==> src/rtl/tracker_pkg.sv <==
// Shared types and defaults for the activity tracker: FSM state encoding,
// MODE encodings and the default parameter values used by the top and rate generator.
package tracker_pkg;

  typedef enum logic [1:0] {
    ST_IDLE   = 2'd0,
    ST_RUN    = 2'd1,
    ST_PAUSED = 2'd2
  } state_t;

  localparam logic [1:0] MODE_EXT  = 2'b00;
  localparam logic [1:0] MODE_WALK = 2'b01;
  localparam logic [1:0] MODE_JOG  = 2'b10;
  localparam logic [1:0] MODE_RUN  = 2'b11;

  localparam int DEF_STEP_W     = 14;
  localparam int DEF_MAX_STEPS  = 9999;
  localparam int DEF_DIST_SHIFT = 5;
  localparam int DEF_TICK_DIV   = 100;
  localparam int DEF_P_WALK     = 128;
  localparam int DEF_P_JOG      = 64;
  localparam int DEF_P_RUN      = 32;
  localparam int DEF_WIN_TICKS  = 1000;
  localparam int DEF_HI_THRESH  = 20;

endpackage

==> src/rtl/tracker_rate_gen.sv <==
// Base-tick prescaler and per-mode period counter; emits one internal step
// pulse every (TICK_DIV * period) running cycles.
module tracker_rate_gen
  import tracker_pkg::*;
#(
  parameter int TICK_DIV = DEF_TICK_DIV,
  parameter int P_WALK   = DEF_P_WALK,
  parameter int P_JOG    = DEF_P_JOG,
  parameter int P_RUN    = DEF_P_RUN
) (
  input  logic       CLK,
  input  logic       RESET,
  input  logic       run,
  input  logic       clear,
  input  logic [1:0] mode,
  output logic       tick,
  output logic       step
);

  localparam int PRE_W   = $clog2(TICK_DIV + 1);
  localparam int PER_MAX = (P_WALK > P_JOG) ? ((P_WALK > P_RUN) ? P_WALK : P_RUN)
                                            : ((P_JOG > P_RUN) ? P_JOG : P_RUN);
  localparam int PER_W   = $clog2(PER_MAX + 1);

  logic [PRE_W-1:0] pre_cnt;
  logic [PER_W-1:0] per_cnt;
  logic [PER_W-1:0] period_m1;

  always_comb begin
    period_m1 = '0;
    case (mode)
      MODE_WALK: period_m1 = PER_W'(P_WALK - 1);
      MODE_JOG:  period_m1 = PER_W'(P_JOG - 1);
      MODE_RUN:  period_m1 = PER_W'(P_RUN - 1);
      default:   period_m1 = '0;
    endcase
  end

  // clear covers IDLE, CLR and a mode change, so no tick leaks out on those cycles
  assign tick = run && !clear && (pre_cnt == PRE_W'(TICK_DIV - 1));
  assign step = tick && (mode != MODE_EXT) && (per_cnt == period_m1);

  always_ff @(posedge CLK) begin
    if (RESET || clear) begin
      pre_cnt <= '0;
      per_cnt <= '0;
    end else if (run) begin
      if (tick) begin
        pre_cnt <= '0;
        per_cnt <= (per_cnt == period_m1) ? '0 : per_cnt + PER_W'(1);
      end else begin
        pre_cnt <= pre_cnt + PRE_W'(1);
      end
    end
  end

endmodule

==> src/rtl/activity_tracker.sv <==
// Step counter with IDLE/RUN/PAUSED control, internal cadence or external sensor steps.
// Define TRACKER_HIACT_EN to build the high-activity window counter (HIACT_CNT).
module activity_tracker
  import tracker_pkg::*;
#(
  parameter int STEP_W     = DEF_STEP_W,
  parameter int MAX_STEPS  = DEF_MAX_STEPS,
  parameter int DIST_SHIFT = DEF_DIST_SHIFT,
  parameter int TICK_DIV   = DEF_TICK_DIV,
  parameter int P_WALK     = DEF_P_WALK,
  parameter int P_JOG      = DEF_P_JOG,
  parameter int P_RUN      = DEF_P_RUN,
  parameter int WIN_TICKS  = DEF_WIN_TICKS,
  parameter int HI_THRESH  = DEF_HI_THRESH
) (
  input  logic                       CLK,
  input  logic                       RESET,
  input  logic                       START,
  input  logic                       STOP,
  input  logic                       CLR,
  input  logic [1:0]                 MODE,
  input  logic                       EXT_PULSE,
  output logic [STEP_W-1:0]          STEPS,
  output logic [STEP_W-DIST_SHIFT-1:0] DISTANCE,
  output logic                       OFLOW,
  output logic                       RUNNING,
  output logic                       STEP_STROBE,
  output logic [7:0]                 HIACT_CNT
);

  if (MAX_STEPS >= 2**STEP_W || DIST_SHIFT >= STEP_W || TICK_DIV < 1 ||
      WIN_TICKS < 1 || HI_THRESH < 0) begin : g_cfg_check
    $error("activity_tracker: illegal parameter set");
  end

  function automatic logic [STEP_W-1:0] sat_step(input logic [STEP_W-1:0] v);
    return (v >= STEP_W'(MAX_STEPS)) ? STEP_W'(MAX_STEPS) : v + STEP_W'(1);
  endfunction

  state_t     state, state_nxt;
  logic [1:0] mode_q;
  logic       ext_q;
  logic       run, mode_chg, rg_clear;
  logic       tick, rg_step, ext_edge;
  logic       step_p0, at_max;

  assign run      = (state == ST_RUN);
  assign mode_chg = (MODE != mode_q);
  assign rg_clear = (state == ST_IDLE) || CLR || mode_chg;
  assign RUNNING  = run;

  always_ff @(posedge CLK) begin
    if (RESET) state <= ST_IDLE;
    else       state <= state_nxt;
  end

  // STOP dominates START; CLR dominates everything
  always_comb begin
    state_nxt = state;
    if (CLR) begin
      state_nxt = ST_IDLE;
    end else begin
      case (state)
        ST_IDLE, ST_PAUSED: if (START && !STOP) state_nxt = ST_RUN;
        ST_RUN:             if (STOP)           state_nxt = ST_PAUSED;
        default:            state_nxt = ST_IDLE;
      endcase
    end
  end

  always_ff @(posedge CLK) begin
    if (RESET) begin
      mode_q <= MODE_EXT;
      ext_q  <= 1'b0;
    end else begin
      mode_q <= MODE;
      ext_q  <= EXT_PULSE;
    end
  end

  tracker_rate_gen #(
    .TICK_DIV (TICK_DIV),
    .P_WALK   (P_WALK),
    .P_JOG    (P_JOG),
    .P_RUN    (P_RUN)
  ) u_rate (
    .CLK   (CLK),
    .RESET (RESET),
    .run   (run),
    .clear (rg_clear),
    .mode  (MODE),
    .tick  (tick),
    .step  (rg_step)
  );

  // Stage p0: step event, from the sensor edge or the internal cadence
  assign ext_edge = EXT_PULSE && !ext_q;
  assign step_p0  = run && !mode_chg && ((MODE == MODE_EXT) ? ext_edge : rg_step);
  assign at_max   = (STEPS >= STEP_W'(MAX_STEPS));

  // Stage p1: registered count, strobe and sticky overflow
  always_ff @(posedge CLK) begin
    if (RESET || CLR) begin
      STEPS       <= '0;
      OFLOW       <= 1'b0;
      STEP_STROBE <= 1'b0;
    end else begin
      STEP_STROBE <= step_p0 && !at_max;
      if (step_p0) begin
        if (at_max) OFLOW <= 1'b1;
        else        STEPS <= sat_step(STEPS);
      end
    end
  end

  assign DISTANCE = STEPS[STEP_W-1:DIST_SHIFT];

`ifdef TRACKER_HIACT_EN
  localparam int WT_W = $clog2(WIN_TICKS + 1);
  localparam int WS_W = $clog2(WIN_TICKS * TICK_DIV + 2);

  function automatic logic [7:0] sat_inc8(input logic [7:0] v);
    return (v == 8'hFF) ? v : v + 8'd1;
  endfunction

  logic [WT_W-1:0] win_ticks;
  logic [WS_W-1:0] win_steps;
  logic [WS_W-1:0] win_total;

  // raw step events count toward activity even once STEPS has saturated
  assign win_total = win_steps + WS_W'(step_p0);

  always_ff @(posedge CLK) begin
    if (RESET || CLR) begin
      win_ticks <= '0;
      win_steps <= '0;
      HIACT_CNT <= '0;
    end else if (state == ST_IDLE) begin
      win_ticks <= '0;
      win_steps <= '0;
    end else if (tick && (win_ticks == WT_W'(WIN_TICKS - 1))) begin
      win_ticks <= '0;
      win_steps <= '0;
      if (win_total >= WS_W'(HI_THRESH)) HIACT_CNT <= sat_inc8(HIACT_CNT);
    end else begin
      if (tick) win_ticks <= win_ticks + WT_W'(1);
      win_steps <= win_total;
    end
  end
`else
  logic unused_tick;
  assign unused_tick = tick;
  assign HIACT_CNT   = '0;
`endif

endmodule

==> config.mk <==
export PLATFORM = sky130hd
export DESIGN_NAME = activity_tracker
export DESIGN_NICKNAME = d
export VERILOG_FILES = /design/src/rtl/tracker_pkg.sv /design/src/rtl/tracker_rate_gen.sv /design/src/rtl/activity_tracker.sv
export SDC_FILE = /design/constraint.sdc
export NUM_CORES = 1
export LEC_CHECK = 0
export CAP_MARGIN = 20
export CORE_MARGIN = 5
export CORE_UTILIZATION = 54
export DETAILED_ROUTE_END_ITERATION = 16
export PLACE_DENSITY = 0.85
export SLEW_MARGIN = 20
export SYNTH_ARGS = -nofsm -noshare
export SYNTH_HDL_FRONTEND = slang
export SYNTH_HIERARCHICAL = 1
export SYNTH_SLANG_ARGS = --single-unit
==> constraint.sdc <==
create_clock -name CLK -period 11.3 [get_ports CLK]
set_input_delay 2.26 -clock CLK [delete_from_list [all_inputs] [get_ports CLK]]
set_output_delay 2.26 -clock CLK [all_outputs]
set_load 0.01 [all_outputs]
==> results of run 1 <==
-- synth_stat cells, types with 3 or more instances --
master	number
a21oi_1	11
and2_1	3
and3_1	3
buf_4	17
dfxtp_1	36
ha_1	5
inv_1	6
nand2_1	12
nand3_1	6
nand4_1	10
nor2_1	26
nor2b_1	3
nor4_1	4
o21ai_0	7
o31ai_1	4
or3_1	5
or4_1	6
xnor2_1	6
xor2_1	14
-- cell type report --
class                           instances  area [um2]
Multi-Input combinational cell        158        1023
Timing Repair Buffer                   33       330.3
Inverter                                6       22.52
Clock inverter                          2       10.01
Sequential cell                        36       720.7
Tap cell                               46       57.56
Clock buffer                            6       51.30
Fill cell                             308        1147
-- logic make-up after synthesis --
kind of cell / count (synthesis) / synth area share
DFF: 36 / 0.3820
and+or+nand+nor: 90 / 0.2653
muxes: 2 / 0.01061
AOI/OAI and AO/OA: 33 / 0.1247
xor gates and xnor gates: 20 / 0.09284
adders and majority gates: 5 / 0.03316
buffers and inverters: 26 / 0.08952
other: 1 / 0.001987
-- worst min path at each step --
stage	endpoint	slack, ns	start
6_report	OFLOW$_SDFFE_PP0P_	0.48	OFLOW$_SDFFE_PP0P_
5_1_grt	OFLOW$_SDFFE_PP0P_	0.53	OFLOW$_SDFFE_PP0P_
4_1_cts	OFLOW$_SDFFE_PP0P_	0.48	OFLOW$_SDFFE_PP0P_
3_5_place_dp	OFLOW$_SDFFE_PP0P_	0.46	OFLOW$_SDFFE_PP0P_
3_3_place_gp	OFLOW$_SDFFE_PP0P_	0.46	OFLOW$_SDFFE_PP0P_
2_1_floorplan	u_rate/per_cnt[7]$_SDFFE_PP0P_	0.45	u_rate/per_cnt[7]$_SDFFE_PP0P_
-- per-layer routing --
metal,global-route usage,vias up
li1,-,787
met5,0,-
met4,0.05857,0
met3,0.05959,5
met1,0.2186,750
met2,0.2553,48
-- through the flow --
step	cell area [um2]	utilization	hold slack (ns)	worst slack [ns]	cells
floorplan	1913	-	0.4461	6.182	220
detailed placement	2155	0.6406	0.4575	5.369	279
CTS	2216	0.6589	0.4844	5.705	287
global route	2216	0.6589	0.5294	5.539	287
global placement	2155	0.6406	0.4593	5.455	279
finish	2216	0.6589	0.4847	5.691	287
-- flip-flops by register name, summed over array words and instances (netlist names) --
| register | cells |
|---|---|
| state | 2 |
| STEP_STROBE | 1 |
| u_rate/pre_cnt | 7 |
| ext_q | 1 |
| STEPS | 14 |
| OFLOW | 1 |
| mode_q | 2 |
| u_rate/per_cnt | 8 |
-- power by group --
group / total, uW / internal, uW / switching (uW)
clock: 72.3 / 29.6 / 42.6
combinational: 11.7 / 4.78 / 6.92
sequential: 128 / 128 / 0.312
==> metrics.md, run 1 <==
| Metric | Value |
|---|---|
| Sequential share of the synthesized area | 0.3820 |
| Max Cap Violations | 0 |
| Yosys reg bits | 36 |
| CTS max path bufs | 2 |
| GRT overflow | 0 |
| Critical-path top delay cell | or4_1 |
| Die ar. | 4776 um2 |
| Minimum clock period | 5.609 ns |
| CP top delay family | simple AND/OR/NAND/NOR gates |
| First-pass GRT wire length | 6.727 mm |
| Hold depth | 1 |
| CP Launch Point | MODE[1] |
| WL per Instance | 13.16 um |
| RR Endpoint | STEPS[10]$_SDFFE_PP0P_ |
| Startpoint types | input pin |
| Synth area leaders | dfxtp_1 (38%), buf_4 (6.8%), xor2_1 (6.5%), nor2_1 (5.2%), ha_1 (3.3%) |
| Io pins | 42 |
| Pin count of the biggest net entering global routing | 16 |
| Count of final setup violators | 0 |
| GPL Wtd Cong | 0.8428 |
| Routed met1 length | 1.691 mm |
| Area grow syn2layout | 17.44% |
| Crit path depth | 11 |
| RSZ-0062 raised after global routing | no |
| PnR Total Power | 211.8 uW |
| Worst Path Arrival | 5.87 ns |
| Largest fanout on the critical path | 11 |
| Leak | 0.0007431 uW |
| Number of remaining DRC errors | 0 |
| Crit share post-route | 0.4964 |
| Final hold vios | 0 |
| Worst skew pair latency | 0.34 ns |
| Hold-fix buffers, CTS | 0 |
| Root buf cell | clkbuf_4 |
| VDD IR max | 0.00008010 V |
| Worst hold path class | reg2reg |
| Worst-path clk slew | 0.11 ns |
| Iter 0 DRT Violations | 111 |
| WP buf/inv | 1 |
| Worst path max stage delay | 0.58 ns |
| Post-Syn Area | 1887 um2 |
| Die X | 69.11 um |
| CTS tree | done |
| Postcts setup bufs | 0 |
| FF-to-FF path depth | 10 |
| Commonest non-fill, non-tap cell in the layout | dfxtp_1 |
| Initial Utilization | 0.5610 |
| Avg Cell Area, Syn | 8.858 um2 |
| Resize count post-CTS | 0 |
| Core box area | 3363 um2 |
| CP Capture Type | flop |
| Met2 routed WL | 1.796 mm |
| Top FF cell, synth | dfxtp_1 |
| DP Wirelength | 2.802 mm |
| Die boundary height | 69.11 um |
| GRT Util Overall | 0.1677 |
| H-tree depth | 2 |
| Post-synth EDFFs | 0 |
| CTS buffer count | 5 |
| Slew @ Worst Pin | 0.6100 ns |
| Yosys cell types | 43 |
| Top-area cell type share of the netlist area | 0.3820 |
| CP dominant cell by count | or4_1 |
| Crit Path Class | in2reg |
| Setup TNS | 0 ns |
| Worst Setup EP | STEPS[10]$_SDFFE_PP0P_ |
| Wire length on met3 | 241 um |
| FFs w/ async S/R, synth | 0 |
| Worst path cell trace | clkdlybuf4s50_1 > xor2_1 > or4_1 > and4bb_2 > nand2_2 > nor4_1 > o21ai_0 > a211oi_4 > nand3_2 > or4_1 > a21oi_1 |
| Status | completed |
| Vias per std cell | 5.540 |
| Fmax | 178.3 MHz |
| Top layer in use | met4 |
| Via count | 1,590 |
| Synth Warn # | 6 |
| PwrDens | 95.58 nW/um2 |
| Clk sinks | 36 |
| Ant diodes | 0 |
| CP required | 11.57 ns |
| Layout cell share with drive strength beyond 1 | 0.07469 |
| Most frequent cells in the layout | dfxtp_1 (36), clkdlybuf4s50_1 (33), nor2_1 (26), xor2_1 (14), nand2_1 (12) |
| Layout Nets | 253 |
| Row count | 21 |
| Start of the worst register-to-register path | mode_q[1]$_SDFF_PP0_ |
| Mapped Cells | 213 |
| Vias in the first global route | 1,473 |
| Rel. slew slack | 0.5929 |
| Final Max Tran Viols | 0 |
| TritonRoute pass-1 iters | 4 |
| Worst R2R Setup Slack | 7.80 ns |
| WL final | 3.777 mm |
| Detail Route Antenna Nets | 0 |
| Clock Skews | 0.01031 ns |
| Leading area contributor after synthesis | dfxtp_1 |
| I/O Buffers | 33 |
| Antenna violations before repair | 0 |
No activity file was read; power rests on OpenSTA's default activity.
==> inputs of run 2 (changes only) <==
--- a/config.mk
+++ b/config.mk
@@ -7,9 +7,9 @@
 export LEC_CHECK = 0
 export CAP_MARGIN = 20
 export CORE_MARGIN = 5
-export CORE_UTILIZATION = 54
+export CORE_UTILIZATION = 45
 export DETAILED_ROUTE_END_ITERATION = 16
-export PLACE_DENSITY = 0.85
+export PLACE_DENSITY = 0.75
 export SLEW_MARGIN = 20
 export SYNTH_ARGS = -nofsm -noshare
 export SYNTH_HDL_FRONTEND = slang
==> constraint.sdc (replaced) <==
create_clock -name CLK -period 4.9 [get_ports CLK]
set_input_delay 0.98 -clock CLK [delete_from_list [all_inputs] [get_ports CLK]]
set_output_delay 0.98 -clock CLK [all_outputs]
set_load 0.01 [all_outputs]
==> metrics.md, run 2 (synthesis results as in run 1) <==
| Metric | Value |
|---|---|
| Resize count post-CTS | 0 |
| Worst-path clk slew | 0.06 ns |
| GRT Util Overall | 0.1419 |
| Crit Path Class | in2reg |
| Area grow syn2layout | 19.96% |
| DP Wirelength | 2.770 mm |
| Start of the worst register-to-register path | mode_q[1]$_SDFF_PP0_ |
| Filler cells | 382 |
| Io pins | 42 |
| Hold-fix buffers, CTS | 0 |
| VDD IR max | 0.0001685 V |
| Multi-input logic area | 1023 um2 |
| First-pass GRT wire length | 6.154 mm |
| Vias per std cell | 5.330 |
| Die ar. | 5588 um2 |
| Via count | 1,551 |
| CTS max path bufs | 2 |
| PwrDens | 240.9 nW/um2 |
| Initial Utilization | 0.4683 |
| Pin count of the biggest net entering global routing | 16 |
| Final Max Tran Viols | 0 |
| Antenna violations before repair | 0 |
| Leak | 0.0007608 uW |
| Iter 0 DRT Violations | 58 |
| Count of final setup violators | 0 |
| Largest fanout on the critical path | 11 |
| PnR Total Power | 545.2 uW |
| Detail Route Antenna Nets | 0 |
| CP required | 5.11 ns |
| Storage element area | 720.7 um2 |
| Layout cell share with drive strength beyond 1 | 0.07469 |
| Ant diodes | 0 |
| CP Capture Type | flop |
| Clk sinks | 36 |
| RR Endpoint | STEPS[10]$_SDFFE_PP0P_ |
| Worst Hold Launch | OFLOW$_SDFFE_PP0P_ |
| Minimum clock period | 4.367 ns |
| Status | completed |
| Worst Path Arrival | 4.58 ns |
| Met2 usage | 0.2420 |
| Worst R2R Setup Slack | 1.43 ns |
| I/O Buffers | 33 |
| Final hold vios | 0 |
| TritonRoute pass-1 iters | 4 |
| WL final | 3.635 mm |
| Routing usage on met1 | 0.1687 |
| Die X | 74.75 um |
| Clock Skews | 0.008223 ns |
| Postcts setup bufs | 0 |
| Die boundary height | 74.75 um |
| Layout Nets | 254 |
| WL per Instance | 12.49 um |
| Worst skew pair latency | 0.28 ns |
| H-tree depth | 2 |
| Most frequent cells in the layout | dfxtp_1 (36), clkdlybuf4s50_1 (33), nor2_1 (26), xor2_1 (14), nand2_1 (12) |
| GRT overflow | 0 |
| Vias in the first global route | 1,426 |
| Worst hold path endpoint | OFLOW$_SDFFE_PP0P_ |
| Number of remaining DRC errors | 0 |
| Max reg flops | 14 |
| Setup TNS | 0 ns |
| Worst hold path class | reg2reg |
| CTS tree | done |
| Hold depth | 1 |
| Core box area | 4029 um2 |
| Crit share post-route | 0.8913 |
| Startpoint types | input pin |
| Register with the most flip-flops | STEPS |
| Met3 Resource Use GR | 0.03338 |
| Fmax | 229.0 MHz |
| CTS buffer count | 5 |
| RSZ-0062 raised after global routing | no |
| Largest registers | STEPS (14), u_rate/per_cnt (8), u_rate/pre_cnt (7) |
| FF-to-FF path depth | 10 |
| Row count | 23 |
| Commonest non-fill, non-tap cell in the layout | dfxtp_1 |
| GRT busiest layer | met2 |
| Max Cap Violations | 0 |
| GPL Wtd Cong | 0.8720 |
| Root buf cell | clkbuf_8 |
run 2: cell types whose count changed in the layout (fill, tap and decap cells not counted), sizes merged:
| cell | change |
|---|---|
| clkinv | -2 |
| clkbuf | +1 |
| buf | +1 |
run 2: final cells by class:
class	instances	area share
Inverter	6	0.009950
Timing Repair Buffer	34	0.1493
Sequential cell	36	0.3184
Tap cell	50	0.02764
Multi-Input combinational cell	158	0.4522
Clock buffer	7	0.04256
run 2: worst max-delay path by stage:
| stage | slack, ns | to | from |
|---|---|---|---|
| after floorplan | 1.06 | STEPS[12]$_SDFFE_PP0P_ | MODE[1] |
| after global placement | 0.32 | STEPS[10]$_SDFFE_PP0P_ | MODE[1] |
| after detailed placement | 0.24 | STEPS[10]$_SDFFE_PP0P_ | MODE[1] |
| after CTS | 0.53 | STEPS[10]$_SDFFE_PP0P_ | MODE[1] |
| after global routing | 0.39 | STEPS[12]$_SDFFE_PP0P_ | MODE[1] |
| final | 0.53 | STEPS[10]$_SDFFE_PP0P_ | MODE[1] |
run 2: worst max-delay path: stages:
cell and delay [ns]:
clkdlybuf4s50_1 0.49, xor2_1 0.21, or4_1 0.56, and4bb_2 0.40, nand2_2 0.15, nor4_1 0.28, o21ai_0 0.19, a211oi_4 0.36
nand3_2 0.27, or4_1 0.55, a21oi_1 0.14
run 2: layer usage:
layer	share of wire	vias to the layer above
met3	0.059	7
met1	0.46	711
met2	0.46	39
li1	-	794
met5	0	-
met4	0.015	0
run 2: per-stage QoR:
stage | std cells | hold WS [ns] | worst slack, ns | instance area (um2) | util
after floorplan | 220 | 0.4461 | 1.062 | 1913 | -
after global placement | 284 | 0.4587 | 0.3195 | 2167 | 0.5379
after detailed placement | 284 | 0.4526 | 0.2355 | 2167 | 0.5379
after CTS | 291 | 0.4681 | 0.5332 | 2263 | 0.5618
after global routing | 291 | 0.4933 | 0.3854 | 2263 | 0.5618
final | 291 | 0.4632 | 0.5328 | 2263 | 0.5618
run 2: report_power, final:
part | leakage, uW | switching, uW | total (uW) | internal (uW)
registers | 0.000291 | 0.786 | 295 | 294
logic | 0.000420 | 15.6 | 26.9 | 11.3
clock network | 0.0000503 | 98.2 | 223 | 125
